File: config.mk
export PLATFORM = sky130hd
export DESIGN_NAME = mas_radix_seq_mult
export DESIGN_NICKNAME = d
export VERILOG_FILES = /design/src/rtl/mas_radix_pkg.sv /design/src/rtl/mas_radix_encoder.sv /design/src/rtl/mas_radix_seq_mult.sv
export SDC_FILE = /design/constraint.sdc
export NUM_CORES = 1
export LEC_CHECK = 0
export ABC_AREA = 1
export CAP_MARGIN = 20
export CORE_ASPECT_RATIO = 0.7
export CORE_UTILIZATION = 58
export CTS_BUF_LIST = sky130_fd_sc_hd__clkbuf_8
export CTS_CLUSTER_SIZE = 24
export DETAILED_ROUTE_END_ITERATION = 6
export PLACE_DENSITY_LB_ADDON = 0.08
export SETUP_SLACK_MARGIN = 0.05
export SYNTH_ARGS = -nofsm -noshare
export SYNTH_HDL_FRONTEND = slang
export SYNTH_HIERARCHICAL = 1
export SYNTH_SLANG_ARGS = --single-unit
File: constraint.sdc
create_clock -name clk -period 14.2 [get_ports clk]
set_clock_uncertainty 0.15 [all_clocks]
set_input_delay 1.42 -clock clk [delete_from_list [all_inputs] [get_ports clk]]
set_output_delay 1.42 -clock clk [all_outputs]
set_load 0.03 [all_outputs]
File: src/rtl/mas_radix_pkg.sv
// Shared definitions for the sequential radix-4 Booth multiplier.
// Holds the operand width, the number of Booth windows per operation,
// the accumulator width and the control FSM state type.
// Optional feature macro used by the top: MAS_RADIX_SKIP_EN.
package mas_radix_pkg;

    localparam int MAS_WIDTH   = 32;
    localparam int MAS_NUM_WIN = 17;
    localparam int MAS_ACC_W   = 66;
    localparam int MAS_CNT_W   = 5;

    typedef enum logic [1:0] {
        IDLE = 2'd0,
        RUN  = 2'd1,
        DONE = 2'd2
    } mas_seq_state_t;

endpackage

File: src/rtl/mas_radix_encoder.sv
// Radix-4 Booth partial-product generator.
// Ports:
//   in1  [31:0] multiplicand A
//   in2  [2:0]  Booth window {b[2i+1], b[2i], b[2i-1]}
//   res  [32:0] magnitude of the partial product: 0, A or 2A
//   flag        high when the partial product is negative (-A or -2A)
module mas_radix_encoder
    import mas_radix_pkg::*;
(
    input  logic [MAS_WIDTH-1:0] in1,
    input  logic [2:0]           in2,
    output logic [MAS_WIDTH:0]   res,
    output logic                 flag
);

    // Booth recoding: each window selects 0, +-A or +-2A. Window 111 is
    // treated as +0 so that a zero partial product never carries a sign.
    always_comb begin
        res  = '0;
        flag = 1'b0;
        unique case (in2)
            3'b001, 3'b010: res = {1'b0, in1};
            3'b011:         res = {in1, 1'b0};
            3'b100: begin
                res  = {in1, 1'b0};
                flag = 1'b1;
            end
            3'b101, 3'b110: begin
                res  = {1'b0, in1};
                flag = 1'b1;
            end
            default: begin
                res  = '0;
                flag = 1'b0;
            end
        endcase
    end

endmodule

File: src/rtl/mas_radix_seq_mult.sv
// Sequential radix-4 Booth multiplier: one Booth window per clock.
// Operands A and B (unsigned) are accepted on an in_valid/in_ready
// handshake, the 64-bit product is returned on out_valid/out_ready.
// Ports:
//   clk, rst          clock, synchronous active-high reset
//   in_valid/in_ready operand handshake (in_ready high only in IDLE)
//   in_a, in_b        32-bit unsigned multiplicand / multiplier
//   out_valid/out_ready product handshake
//   out_prod          64-bit product, registered, held after transfer
//   busy              high while in RUN or DONE
// Optional feature: define MAS_RADIX_SKIP_EN to finish early once all
// remaining multiplier bits are zero (product is unchanged).
module mas_radix_seq_mult
    import mas_radix_pkg::*;
#(
    parameter int WIDTH = MAS_WIDTH
) (
    input  logic               clk,
    input  logic               rst,
    input  logic               in_valid,
    output logic               in_ready,
    input  logic [WIDTH-1:0]   in_a,
    input  logic [WIDTH-1:0]   in_b,
    output logic               out_valid,
    input  logic               out_ready,
    output logic [2*WIDTH-1:0] out_prod,
    output logic               busy
);

    localparam int NUM_WIN = MAS_NUM_WIN;
    localparam int CNT_W   = MAS_CNT_W;
    localparam int ACC_W   = MAS_ACC_W;
    localparam int EXT_W   = WIDTH + 3;

    mas_seq_state_t     state_q, state_d;
    logic [WIDTH-1:0]   a_q, a_d;
    logic [WIDTH-1:0]   b_q, b_d;
    logic [ACC_W-1:0]   acc_q, acc_d;
    logic [CNT_W-1:0]   cnt_q, cnt_d;
    logic [2*WIDTH-1:0] out_prod_q, out_prod_d;

    logic [EXT_W-1:0]   ext;
    logic [CNT_W:0]     shamt;
    logic [2:0]         window;
    logic [WIDTH:0]     enc_res;
    logic               enc_flag;
    logic [ACC_W-1:0]   partial;
    logic [ACC_W-1:0]   acc_sum;

    // Window extraction: ext carries an implicit b[-1]=0 at bit 0, so
    // window i sits at ext[2i+2:2i].
    always_comb begin
        ext     = {2'b00, b_q, 1'b0};
        shamt   = {cnt_q, 1'b0};
        window  = ext[shamt +: 3];
        partial = {{(ACC_W-WIDTH-1){1'b0}}, enc_res};
        if (enc_flag) begin
            partial = -partial;
        end
        acc_sum = acc_q + (partial << shamt);
    end

    mas_radix_encoder u_encoder (
        .in1  (a_q),
        .in2  (window),
        .res  (enc_res),
        .flag (enc_flag)
    );

    // Control FSM and datapath next-state. The product register is only
    // loaded on the way into DONE so it stays stable through backpressure
    // and keeps its value after the output transfer.
    always_comb begin
        state_d    = state_q;
        a_d        = a_q;
        b_d        = b_q;
        acc_d      = acc_q;
        cnt_d      = cnt_q;
        out_prod_d = out_prod_q;
        unique case (state_q)
            IDLE: begin
                if (in_valid) begin
                    a_d     = in_a;
                    b_d     = in_b;
                    acc_d   = '0;
                    cnt_d   = '0;
                    state_d = RUN;
                end
            end
            RUN: begin
`ifdef MAS_RADIX_SKIP_EN
                // The first window is always accumulated; afterwards stop
                // as soon as every multiplier bit still to be scanned is 0.
                if ((cnt_q != '0) && ((ext >> shamt) == '0)) begin
                    out_prod_d = acc_q[2*WIDTH-1:0];
                    state_d    = DONE;
                end else begin
                    acc_d = acc_sum;
                    cnt_d = cnt_q + 1'b1;
                    if (cnt_q == CNT_W'(NUM_WIN - 1)) begin
                        out_prod_d = acc_sum[2*WIDTH-1:0];
                        state_d    = DONE;
                    end
                end
`else
                acc_d = acc_sum;
                cnt_d = cnt_q + 1'b1;
                if (cnt_q == CNT_W'(NUM_WIN - 1)) begin
                    out_prod_d = acc_sum[2*WIDTH-1:0];
                    state_d    = DONE;
                end
`endif
            end
            DONE: begin
                if (out_ready) begin
                    state_d = IDLE;
                end
            end
            default: state_d = IDLE;
        endcase
    end

    // State registers with synchronous reset.
    always_ff @(posedge clk) begin
        if (rst) begin
            state_q    <= IDLE;
            a_q        <= '0;
            b_q        <= '0;
            acc_q      <= '0;
            cnt_q      <= '0;
            out_prod_q <= '0;
        end else begin
            state_q    <= state_d;
            a_q        <= a_d;
            b_q        <= b_d;
            acc_q      <= acc_d;
            cnt_q      <= cnt_d;
            out_prod_q <= out_prod_d;
        end
    end

    assign in_ready  = (state_q == IDLE);
    assign out_valid = (state_q == DONE);
    assign busy      = (state_q != IDLE);
    assign out_prod  = out_prod_q;

endmodule

Word level (Yosys, flattened, before mapping)
Index checks and enable logic that the tools add are counted.

cells by class
  add/sub/neg operators = 3
  shift operators = 2
  equal/unequal tests = 12
  reductions and logical operators = 10
  multiplexer cells = 11

operator list
  operator                                                         number
  66-bit 2-to-1 mux                                                2
  66-bit one-hot mux with 2 select lines                           1
  66-bit adder                                                     1
  33-bit negator with 66-bit output                                1
  33-bit one-hot mux with 2 select lines                           1
  66-bit by 6-bit left shift with 66-bit output                    1
  35-bit by 7-bit indexed part select with 3-bit output            1
  5-bit one-hot mux with 2 select lines                            1
  3-bit == test, second input constant                             3
  3-bit by 2-bit == test with 1-bit output, second input constant  2
  2-bit 2-to-1 mux                                                 3
  2-bit one-hot mux with 3 select lines                            1
  2-bit AND reduction                                              3
  5-bit by 1-bit adder with 5-bit output, second input constant    1
  5-bit == test, second input constant                             1
  5-bit 2-to-1 mux                                                 1
  2-bit != test, second input constant                             2
  2-bit nonzero test                                               2
  4-bit OR reduction                                               1
  3-bit by 1-bit == test with 1-bit output, second input constant  1
  3-bit AND reduction                                              1
  3-bit OR reduction                                               1
  2-bit by 1-bit == test with 1-bit output, second input constant  1
  2-bit == test, second input constant                             1
  other kinds (4)                                                  4

word-level totals
  register bits = 201
  word-level logic and storage cells = 44
  bits of input ports = 68

Logic depth before layout (Yosys ltp)
Gate-level depths: netlist of run 1.

  word-level depth = 9
  mapped depth = 53

By module
Netlist of run 1, hierarchy kept.

modules (own cells, without submodules)
  module              area an instance (um^2)  sequential area each (um^2)  times used  cells an instance
  mas_radix_seq_mult  15038.2                  3983.8                       1           2472
  mas_radix_encoder   769.5                    0.0                          1           120

Least setup slack after synthesis of run 1
OpenSTA, ideal clock, no wires.

  path type = register -> register
  from = register cnt_q[0]
  to = register out_prod_q[29] (netlist: out_prod[29])
  path buffers = 5
  data required time = 13.934 ns
  cell stages (with the launch flop) = 48
  arrival time = 5.745 ns
  slack = 8.188 ns
  path through = dfxtp_1 > buf_2 > clkinv_1 > buf_2 > buf_2 > clkbuf_1 > nand2_1 > a211oi_1 > nor4_1 > o21ai_0 > inv_1 > ha_1 > inv_1 > nand2_2 > buf_8 > nand3_2 > nand2_1 > inv_1 > [... 12 more ...] > or2_1 > nand2_2 > a21oi_2 > nor2_1 > ha_1 > a21oi_1 > inv_1 > a31oi_1 > o21ai_0 > a21oi_1 > inv_1 > a21oi_1 > inv_1 > or2_2 > nand2_1 > nand2_1 > o211ai_1 > inv_1

between the ends
  cells in the longest elaborated chain, start to end = 8
  elaborated cells on any way between the ends = 18
  those cells by class = 2 x add/sub; 7 x eq/ne; 2 x shift; 3 x mux; 4 x reduce/logical

ends and longest elaborated chain
  item                                                                       RTL line                   text
  from (decl)                                                                mas_radix_seq_mult.sv:39   logic [CNT_W-1:0] cnt_q, cnt_d;
  from (signal assigned)                                                     mas_radix_seq_mult.sv:137  cnt_q <= cnt_d;
  35-bit by 7-bit indexed part select with 3-bit output (*)                  mas_radix_seq_mult.sv:55   window = ext[shamt +: 3];
  named net window[0]                                                        mas_radix_seq_mult.sv:44   logic [2:0] window;
  3-bit by 1-bit == test with 1-bit output (tied with other cells)           mas_radix_encoder.sv:21    unique case (in2)
  4-bit OR reduction (no source line) or 2-bit OR reduction (tied branches)  -
  33-bit one-hot mux with 2 select lines (*)                                 mas_radix_encoder.sv:21
  named net enc_res[1]                                                       mas_radix_seq_mult.sv:45   logic [WIDTH:0] enc_res;
  33-bit negator with 66-bit output                                          mas_radix_seq_mult.sv:58   partial = -partial;
  66-bit 2-to-1 mux (*)                                                      mas_radix_seq_mult.sv:57   if (enc_flag) begin
  66-bit by 6-bit left shift with 66-bit output (*)                          mas_radix_seq_mult.sv:60   acc_sum = acc_q + (partial << shamt);
  66-bit adder (*)                                                           mas_radix_seq_mult.sv:60
  to (signal assigned)                                                       mas_radix_seq_mult.sv:138  out_prod_q <= out_prod_d;
  to (decl)                                                                  mas_radix_seq_mult.sv:40   logic [2*WIDTH-1:0] out_prod_q, out_prod_d;

The timed path passes the listed nets; every way through them passes the cells marked *.
A chain may end at the register's enable or synchronous reset.

Worst setup path after layout of run 1
  from = register cnt_q[0]
  to = register out_prod_q[63] (netlist: out_prod[63])

The elaborated chain is that of the path after synthesis.

==> results.md, run 1 <==
- The number of nets in the layout is 2776.
- After synthesis, the cell types taking the most area are sky130_fd_sc_hd__dfxtp_1 (25%), sky130_fd_sc_hd__nand2_1 (13%), sky130_fd_sc_hd__nor2_1 (11%).
- Setup violations remaining at the end of the flow were counted as 0.
- The share of synthesized area in the top cell type comes to 0.252.
- In the final routed layout, each cell accounts on average for 18.1 µm.
- The via count of the first global-routing pass is 15700.
- The final cycle utilization of the critical path is 0.667.
- In this run the post-CTS setup repair buffer count came out at 0.
- The number of warnings issued by yosys is 6.
- The worst register-to-register path has a setup slack of 4.72 ns.
- The area overhead of the layout relative to synthesis is 11.4%.
- The largest fanout of any net on the critical path is 63.
- The count of cells resized by post-cts repair is 0.
- The count of vias placed by the detailed router is 17800.
- The flow ran to the end, but the final reports show violations.
- STA puts the critical path data arrival time at 9.77 ns.
- Summing all non-filler instances in the final layout gives an area of 17600 µm².
- The sequential power share is 0.279.
- The die is 199 µm wide.
- 0 antenna diodes ended up in the layout.
- Setup repair after global routing left no endpoint under its margin.
- The die covers 27900 µm².
- The count of final max-slew check failures is 0.
- The number of placed cells counting well taps is 2982.
- The number of routed nets with antenna violations is 0.
- The minimum setup slack in the final design is 4.72 ns.
- The number of H-tree levels is 4.
- The wire-length estimate of the detail-placed layout is 43100 µm.
- For this run, global-route usage on met1 was measured as 0.608.
- The initial cell density of the core is 0.590.
- Broken down by cell family, the worst path's largest delay share belongs to compound AO/OA/AOI/OAI gates.
- The switching power is 1.15 mW.
- For this run, global-route usage on met3 was measured as 0.107.
- The total DRC errors in the routed layout is 11.
- The maximum achievable frequency is 106 MHz.
- The final-layout worst hold slack is 0.331 ns.
- The layout cell share with drive strength beyond 1 is 0.0619.
- The checks that failed: design-rule violations.
- In this run the worst hold path is classified as flop to flop.
- Of the total power, combinational logic draws 0.545.
- For the worst-skew pair, the clock arrives at the later sink with an insertion delay of 0.53 ns.
- The final number of hold-violating endpoints is 0.
- The number of iterations in the first detailed-routing pass is 7.
- Excluding fillers, the count of instances in the completed layout stands at 3014.
- The initial antenna violation count is 1.
- The actual transition at the worst max-transition pin is 1.08 ns.
- Synthesis produced 2592 cells.
- The utilization after layout is 0.658.
- The average instance area after synthesis is 6.10 µm².
- The longest clock path from root to sink contains 2 buffers.
- The number of DRC violations after detailed-routing iteration 0 is 2354.
- Measured against the total synthesized area, the mux share comes to 0.00253.
- The synthesized-area fraction occupied by xor and xnor cells is 0.0404.
- The clock tree from TritonCTS is done.
- The final total negative setup slack is 0 ns.
- The number of placed I/O pins is 135.
- The first global-routing pass estimated 86400 µm of wire.
- The most common cell after layout, fill and taps aside is sky130_fd_sc_hd__nand2_1.
- Input and output buffers added on the ports amount to 134.
- For the worst setup path, the data required time is 14.49 ns.
- The routed wire length is 54600 µm.
- Of the total power, the share spent switching nets is 0.506.
- The largest voltage drop on the vdd net is 88.6 µV.
- The setup slack at placement is 5.18 ns.
- The area share of fa/ha/maj cells after synthesis is 0.0567.
- The cell with the largest stage delay on the worst path is sky130_fd_sc_hd__clkinv_1.
- For this run, the leading register cell type out of synthesis is sky130_fd_sc_hd__dfxtp_1.
- Summed over all layers, the global routing overflow is 0.
- After clock tree synthesis, the clock-pin slew on the worst setup and hold paths is 0.12 ns.
- The number of placement rows is 50.
- STA classifies the critical path endpoint as a flop.
- The met2 demand-to-capacity share in global routing is 0.544.
- The sequential area share after synthesis is 0.252.
- The root cell of the clock tree is sky130_fd_sc_hd__clkbuf_8.
- The internal portion of the total power is 1.12 mW.
- The minimum period implied by the final worst setup slack is 9.48 ns.
- Once placement finished, the instance area stood at 17200 µm².
- The largest net degree at the start of global routing is 76.
- After detailed routing, the number of vias per cell comes to 5.90.
- The synthesized-area fraction occupied by ao, oa, aoi and oai cells is 0.215.
- STA classifies the critical path startpoint as a flop.
- The clock network fraction of design power is 0.176.
- Across the run, the number of max-cap violations was 0.
- In this run, post-CTS hold repair placed 0 buffers.
- Routability-driven placement finished with a final weighted congestion of 1.10.
- The synthesized netlist contains 60 unique library cells.
- For this run, the slowest stage of the critical path takes 0.58 ns.
- The headroom to the max-slew limit is 0.277.
- Summing every instance area after synthesis gives 15800 µm².
- Across every metal layer, demand over resource in global routing totals 0.396.
- The power density over cell area is 128 nW/µm².
- When the netlist entered floorplanning its net count stood at 2731.
- The die is 140 µm tall.
- The largest family of logic cells by synthesized area is simple AND/OR/NAND/NOR gates.
- The fraction of registers with async set or reset after synthesis is 0.
- The top cell types in the final layout, fill and taps aside, are sky130_fd_sc_hd__nand2_1 (556), sky130_fd_sc_hd__nor2_1 (446), sky130_fd_sc_hd__inv_1 (254).
- After synthesis the netlist holds a flip-flop and latch count of 199.
- The clock net sink count is 199.
- Of the total synthesized cell area, the portion taken by AND, OR, NAND and NOR gates is 0.332.
- The total CTS buffers is 17.
- The category of the critical setup timing path is flop to flop.
- After floorplanning, the core was sized to cover 26800 µm².
- The analysis attributes to cell leakage a power of 8.08 nW.
- Counting the fill cells in the layout gives 2461.
- The synthesized design contains 0 enable-type register cells.
- The layer flagged by global routing as most heavily used is met1.
- The most frequent cell on the critical path is sky130_fd_sc_hd__nand2_1.
- The library cell with the largest summed area after synthesis is sky130_fd_sc_hd__dfxtp_1.
- Together, buffers and inverters on the worst path number 8.
- Power comes to 2.26 mW.
## worst reg2reg max path, delay by kind of cell, from the launching register on
| kind | cells | cell delay [ns] |
|---|---|---|
| compound gates | 15 | 3.52 |
| fa+ha+maj | 2 | 0.61 |
| simple gates | 18 | 2.89 |
| flops | 1 | 0.33 |
| buf+inv | 8 | 1.88 |
## kinds of logic after synthesis
| family | count (synthesis) |
|---|---|
| AO/OA/AOI/OAI | 613 |
| XOR/XNOR | 72 |
| adder cells (fa/ha/maj) | 71 |
| buffers and inverters | 392 |
| flip-flops | 199 |
| multiplexers | 4 |
| AND/OR/NAND/NOR | 1241 |
## worst paths after layout
path | from | endpoint | depth (start not counted)
worst max-delay path | cnt_q[0]$_SDFFE_PP0P_ | out_prod[63]$_SDFFE_PP0P_ | 43
worst min-delay path | acc_q[32]$_SDFFE_PP0P_ | acc_q[32]$_SDFFE_PP0P_ | 2
worst max register to register | cnt_q[0]$_SDFFE_PP0P_ | out_prod[63]$_SDFFE_PP0P_ | 43
worst min register to register | acc_q[32]$_SDFFE_PP0P_ | acc_q[32]$_SDFFE_PP0P_ | 2
## registers in the layout (all words and copies together) (netlist names)
register  count
a_q          32
acc_q        64
b_q          32
cnt_q         5
out_prod     64
state_q       2
## power groups by stage
| stage | clock [mW] | sequential, mW | combinational [mW] |
|---|---|---|---|
| 2_1_floorplan | 0 | 0.631 | 0.845 |
| 3_3_place_gp | 0 | 0.641 | 1.17 |
| 3_5_place_dp | 0 | 0.642 | 1.18 |
| 4_1_cts | 0.402 | 0.630 | 1.19 |
| 5_1_grt | 0.423 | 0.635 | 1.34 |
| 6_report | 0.399 | 0.630 | 1.23 |
## cell usage after synthesis (all sizes together) (36+ instances only)
| master | number |
|---|---|
| a21oi | 197 |
| clkbuf | 75 |
| inv | 265 |
| buf | 49 |
| xor2 | 50 |
| o21ai | 306 |
| a31oi | 36 |
| nor2 | 460 |
| nand2 | 572 |
| nand3 | 159 |
| dfxtp | 199 |
| ha | 70 |
## metal layers
metal,vias up,wire length [µm],share of wire
li1,8564,-,-
met4,2,671,0.012
met1,8208,25800,0.47
met2,942,21300,0.39
met5,-,19,0.00035
met3,68,6810,0.12
## final cells by class
class,instances,area [µm²],area share
sequential,199,3990,0.226
tap,364,455,0.0259
multi-input combinational,2001,10300,0.583
clock buffer,17,234,0.0133
inverter,268,1010,0.0572
timing repair buffer,150,1460,0.0829
clock inverter,15,203,0.0115
Note: power is estimated with default switching activity, not from simulation.
==> run 2: changes to the inputs <==
==> constraint.sdc (replaced) <==
create_clock -name clk -period 9.05 [get_ports clk]
set_clock_uncertainty 0.15 [all_clocks]
set_input_delay 0.905 -clock clk [delete_from_list [all_inputs] [get_ports clk]]
set_output_delay 0.905 -clock clk [all_outputs]
set_load 0.03 [all_outputs]
==> run 2 against run 1 <==
  * The run still ends with design-rule violations left
  * Wire length grew 4.0%
  * Clock-buffer cell count is 1 higher
  * Register-to-register slack worse by 3.9 ns
  * Hold slack better by 0.0033 ns
  * Final area rose by 1.6%
  * Combinational power up 66%
  * Critical path type unchanged
==> results.md, run 2 (same netlist as run 1, synthesis figures left out) <==
- The largest fanout of any net on the critical path is 62.
- The final number of hold-violating endpoints is 0.
- Buffers placed on the I/O ports in this run total 134.
- The via count of the first global-routing pass is 16200.
- In the routed layout, each cell is associated on average with a via count of 5.88.
- In this run the most critical hold path is launched from acc_q[55]$_SDFFE_PP0P_.
- The path with the worst hold slack has its endpoint at acc_q[55]$_SDFFE_PP0P_.
- The flow ran to the end, but the final reports show violations.
- The initial antenna violation count is 0.
- After routing the design area is 17900 µm².
- The static power due to leakage is 8.26 nW.
- At the pin with the least slew margin, the transition time is 1.09 ns.
- The routed wire length per instance is 18.6 µm.
- The most frequent cell on the critical path is sky130_fd_sc_hd__nand2_1.
- After the last flow step, the layout net total stands at 2813.
- The area of combinational cells with multiple inputs is 10300 µm².
- Setup repair after global routing left no endpoint under its margin.
- The total track usage is 0.411.
- Of the total power, the share spent switching nets is 0.507.
- The sequential power share is 0.272.
- The total area inside the core boundary comes to 26800 µm².
- The worst hold path passes through 2 cells.
- The element type at the critical path start is a flop.
- The first-pass GRT wire length is 88700 µm.
- Post-CTS repair changed the size of 0 cells.
- After layout, the minimum clock period comes to 8.22 ns.
- The buffer levels on the longest clock path is 2.
- The routed design has 56800 µm of wire.
- For this run, global-route usage on met1 was measured as 0.600.
- The buffer and inverter count on the worst path is 5.
- Compared with the post-synthesis result, the final layout area differs by 13.2%.
- The combinational share of power is 0.559.
- CTS placed an instance of sky130_fd_sc_hd__clkbuf_8 at the clock tree root.
- The clock transition at the register clock pins on the worst setup and hold paths after CTS is 0.11 ns.
- For this run, the share of the core covered by cells in the final layout is 0.668.
- The number of placement rows is 50.
- The tool flagged a number of max-cap violations equal to 0.
- In the final layout, the share of cells above drive strength 1 is 0.0748.
- The half-perimeter wire length after placement is 44700 µm.
- The clock tree from TritonCTS is done.
- At the later pin of the worst-skew pair, clock insertion delay measures 0.54 ns.
- Entering global routing, the biggest net connects 76 pins.
- The number of buffers added for setup after CTS is 0.
- Leaving out fill and tap cells, the most frequent cell in the layout is sky130_fd_sc_hd__nand2_1.
- Once detail routing completed, the nets flagged for antenna violations numbered 0.
- The end of the worst register-to-register path is acc_q[41]$_SDFFE_PP0P_.
- The cell with the largest stage delay on the worst path is sky130_fd_sc_hd__buf_4.
- At the end of routability-driven placement, the weighted congestion stood at 1.15.
- The kind of cell with the highest combined delay along the critical path is simple AND/OR/NAND/NOR gates.
- The vertical die dimension is 140 µm.
- The H-tree was split into 4 levels.
- The reg2reg setup slack is 0.83 ns.
- The top cell types in the final layout, fill and taps aside, are sky130_fd_sc_hd__nand2_1 (556), sky130_fd_sc_hd__nor2_1 (446), sky130_fd_sc_hd__inv_1 (254).
- The number of fill cells is 2422.
- Leaving out filler cells and counting taps, the final layout contains 3051.
- The count of antenna diodes in the layout is 0.
- The critical path is of the flop to flop type.
- The number of placed I/O pins is 135.
- The checks that failed: design-rule violations.
- Internal power comes to 1.80 mW.
- The placed instance area is 17500 µm².
- The number of iterations in the first detailed-routing pass is 7.
- The number of placed cells counting well taps is 3019.
- The critical register-to-register path startpoint is cnt_q[0]$_SDFFE_PP0P_.
- The headroom to the max-slew limit is 0.271.
- The clock net sink count is 199.
- After detailed routing, the number of remaining DRC violations is 5.
- Global routing finished with a remaining overflow of 0.
- For this design the ratio of total power to cell area is 204 nW/µm².
- The maximum achievable frequency is 122 MHz.
- Counting cells, the worst reg-to-reg path comes to 41.
- The final count of negative-setup-slack endpoints is 0.
- The switching power is 1.85 mW.
- The final cycle utilization of the critical path is 0.908.
- The count of vias placed by the detailed router is 17900.
- The number of hold buffers added after CTS was 0.
- The number of DRC violations after detailed-routing iteration 0 is 2073.
- The share of total power dissipated in the clock network is 0.169.
- The die is 199 µm wide.
- The count of final max-slew check failures is 0.
- STA puts the critical path data arrival time at 8.53 ns.
- The die area is 27900 µm².
- For this configuration, the core starts out at a cell density of 0.590.
- The largest voltage drop on the vdd net is 170 µV.
- At the worst endpoint, the required time is 9.37 ns.
- For this run, global-route usage on met3 was measured as 0.158.
- For this run, the slowest stage of the critical path takes 0.51 ns.
- In the global route stage, met2 resource usage came out at 0.553.
- The total CTS buffers is 17.
- The peak-usage layer in the global routing report is met1.
- The class of the worst hold path is flop to flop.
- The register area is 3990 µm².
- The final total negative setup slack is 0 ns.
- STA classifies the critical path endpoint as a flop.
run 2: cell count changes in the layout (fill, tap and decap cells not counted), sizes merged:
cell and change:
inv -3, clkbuf +1, bufinv -1, buf +37, clkinv +3
run 2: layer usage:
metal	up-vias	share of wire
met1	8189	0.45
met2	1032	0.38
li1	8644	-
met4	2	0.016
met5	-	0.0018
met3	65	0.15
run 2: layout make-up:
type                       instances  share of cell area
inverter                         268              0.0563
clock inverter                    14              0.0103
clock buffer                      18              0.0138
multi-input combinational       2001               0.573
sequential                       199               0.223
tap                              364              0.0255
timing repair buffer             187              0.0978
run 2: metrics by stage:
stage / power, mW / hold slack [ns] / setup WS [ns]
6_report: 3.64 / 0.335 / 0.830
5_1_grt: 3.85 / 0.348 / 0.192
4_1_cts: 3.55 / 0.331 / 1.22
3_5_place_dp: 2.95 / 0.314 / 1.34
3_3_place_gp: 2.92 / 0.301 / 1.58
2_1_floorplan: 2.32 / 0.291 / 3.04
run 2: worst max-delay path by stage:
stage                                            to  cells past startpoint                  start  slack (ns)
after floorplan           out_prod[29]$_SDFFE_PP0P_                     47  cnt_q[0]$_SDFFE_PP0P_        3.04
after global placement       acc_q[41]$_SDFFE_PP0P_                     41  cnt_q[0]$_SDFFE_PP0P_        1.58
after detailed placement     acc_q[41]$_SDFFE_PP0P_                     41  cnt_q[0]$_SDFFE_PP0P_        1.34
after CTS                    acc_q[41]$_SDFFE_PP0P_                     41  cnt_q[0]$_SDFFE_PP0P_        1.22
after global routing         acc_q[41]$_SDFFE_PP0P_                     41  cnt_q[0]$_SDFFE_PP0P_        0.19
final                        acc_q[41]$_SDFFE_PP0P_                     41  cnt_q[0]$_SDFFE_PP0P_        0.83
run 2: worst min-delay path, stage by stage (launching register included):
cell,delay (ns)
sky130_fd_sc_hd__dfxtp_1,0.33
sky130_fd_sc_hd__nand2_1,0.06
sky130_fd_sc_hd__a21oi_1,0.06
run 2: power by group through the flow:
stage | clock, mW | sequential (mW) | combinational (mW)
after floorplan | 0 | 0.991 | 1.33
after global placement | 0 | 1.01 | 1.91
after detailed placement | 0 | 1.01 | 1.94
after CTS | 0.616 | 0.989 | 1.95
after global routing | 0.644 | 0.997 | 2.20
final | 0.614 | 0.991 | 2.04
==> run 3: changes to the inputs <==
--- a/config.mk
+++ b/config.mk
@@ -14,6 +14,7 @@
 export DETAILED_ROUTE_END_ITERATION = 6
 export PLACE_DENSITY_LB_ADDON = 0.08
 export SETUP_SLACK_MARGIN = 0.05
+export SKIP_LAST_GASP = 1
 export SYNTH_ARGS = -nofsm -noshare
 export SYNTH_HDL_FRONTEND = slang
 export SYNTH_HIERARCHICAL = 1
==> results of run 3 <==
The final DEF is identical to that of run 2; final timing and power are the same.
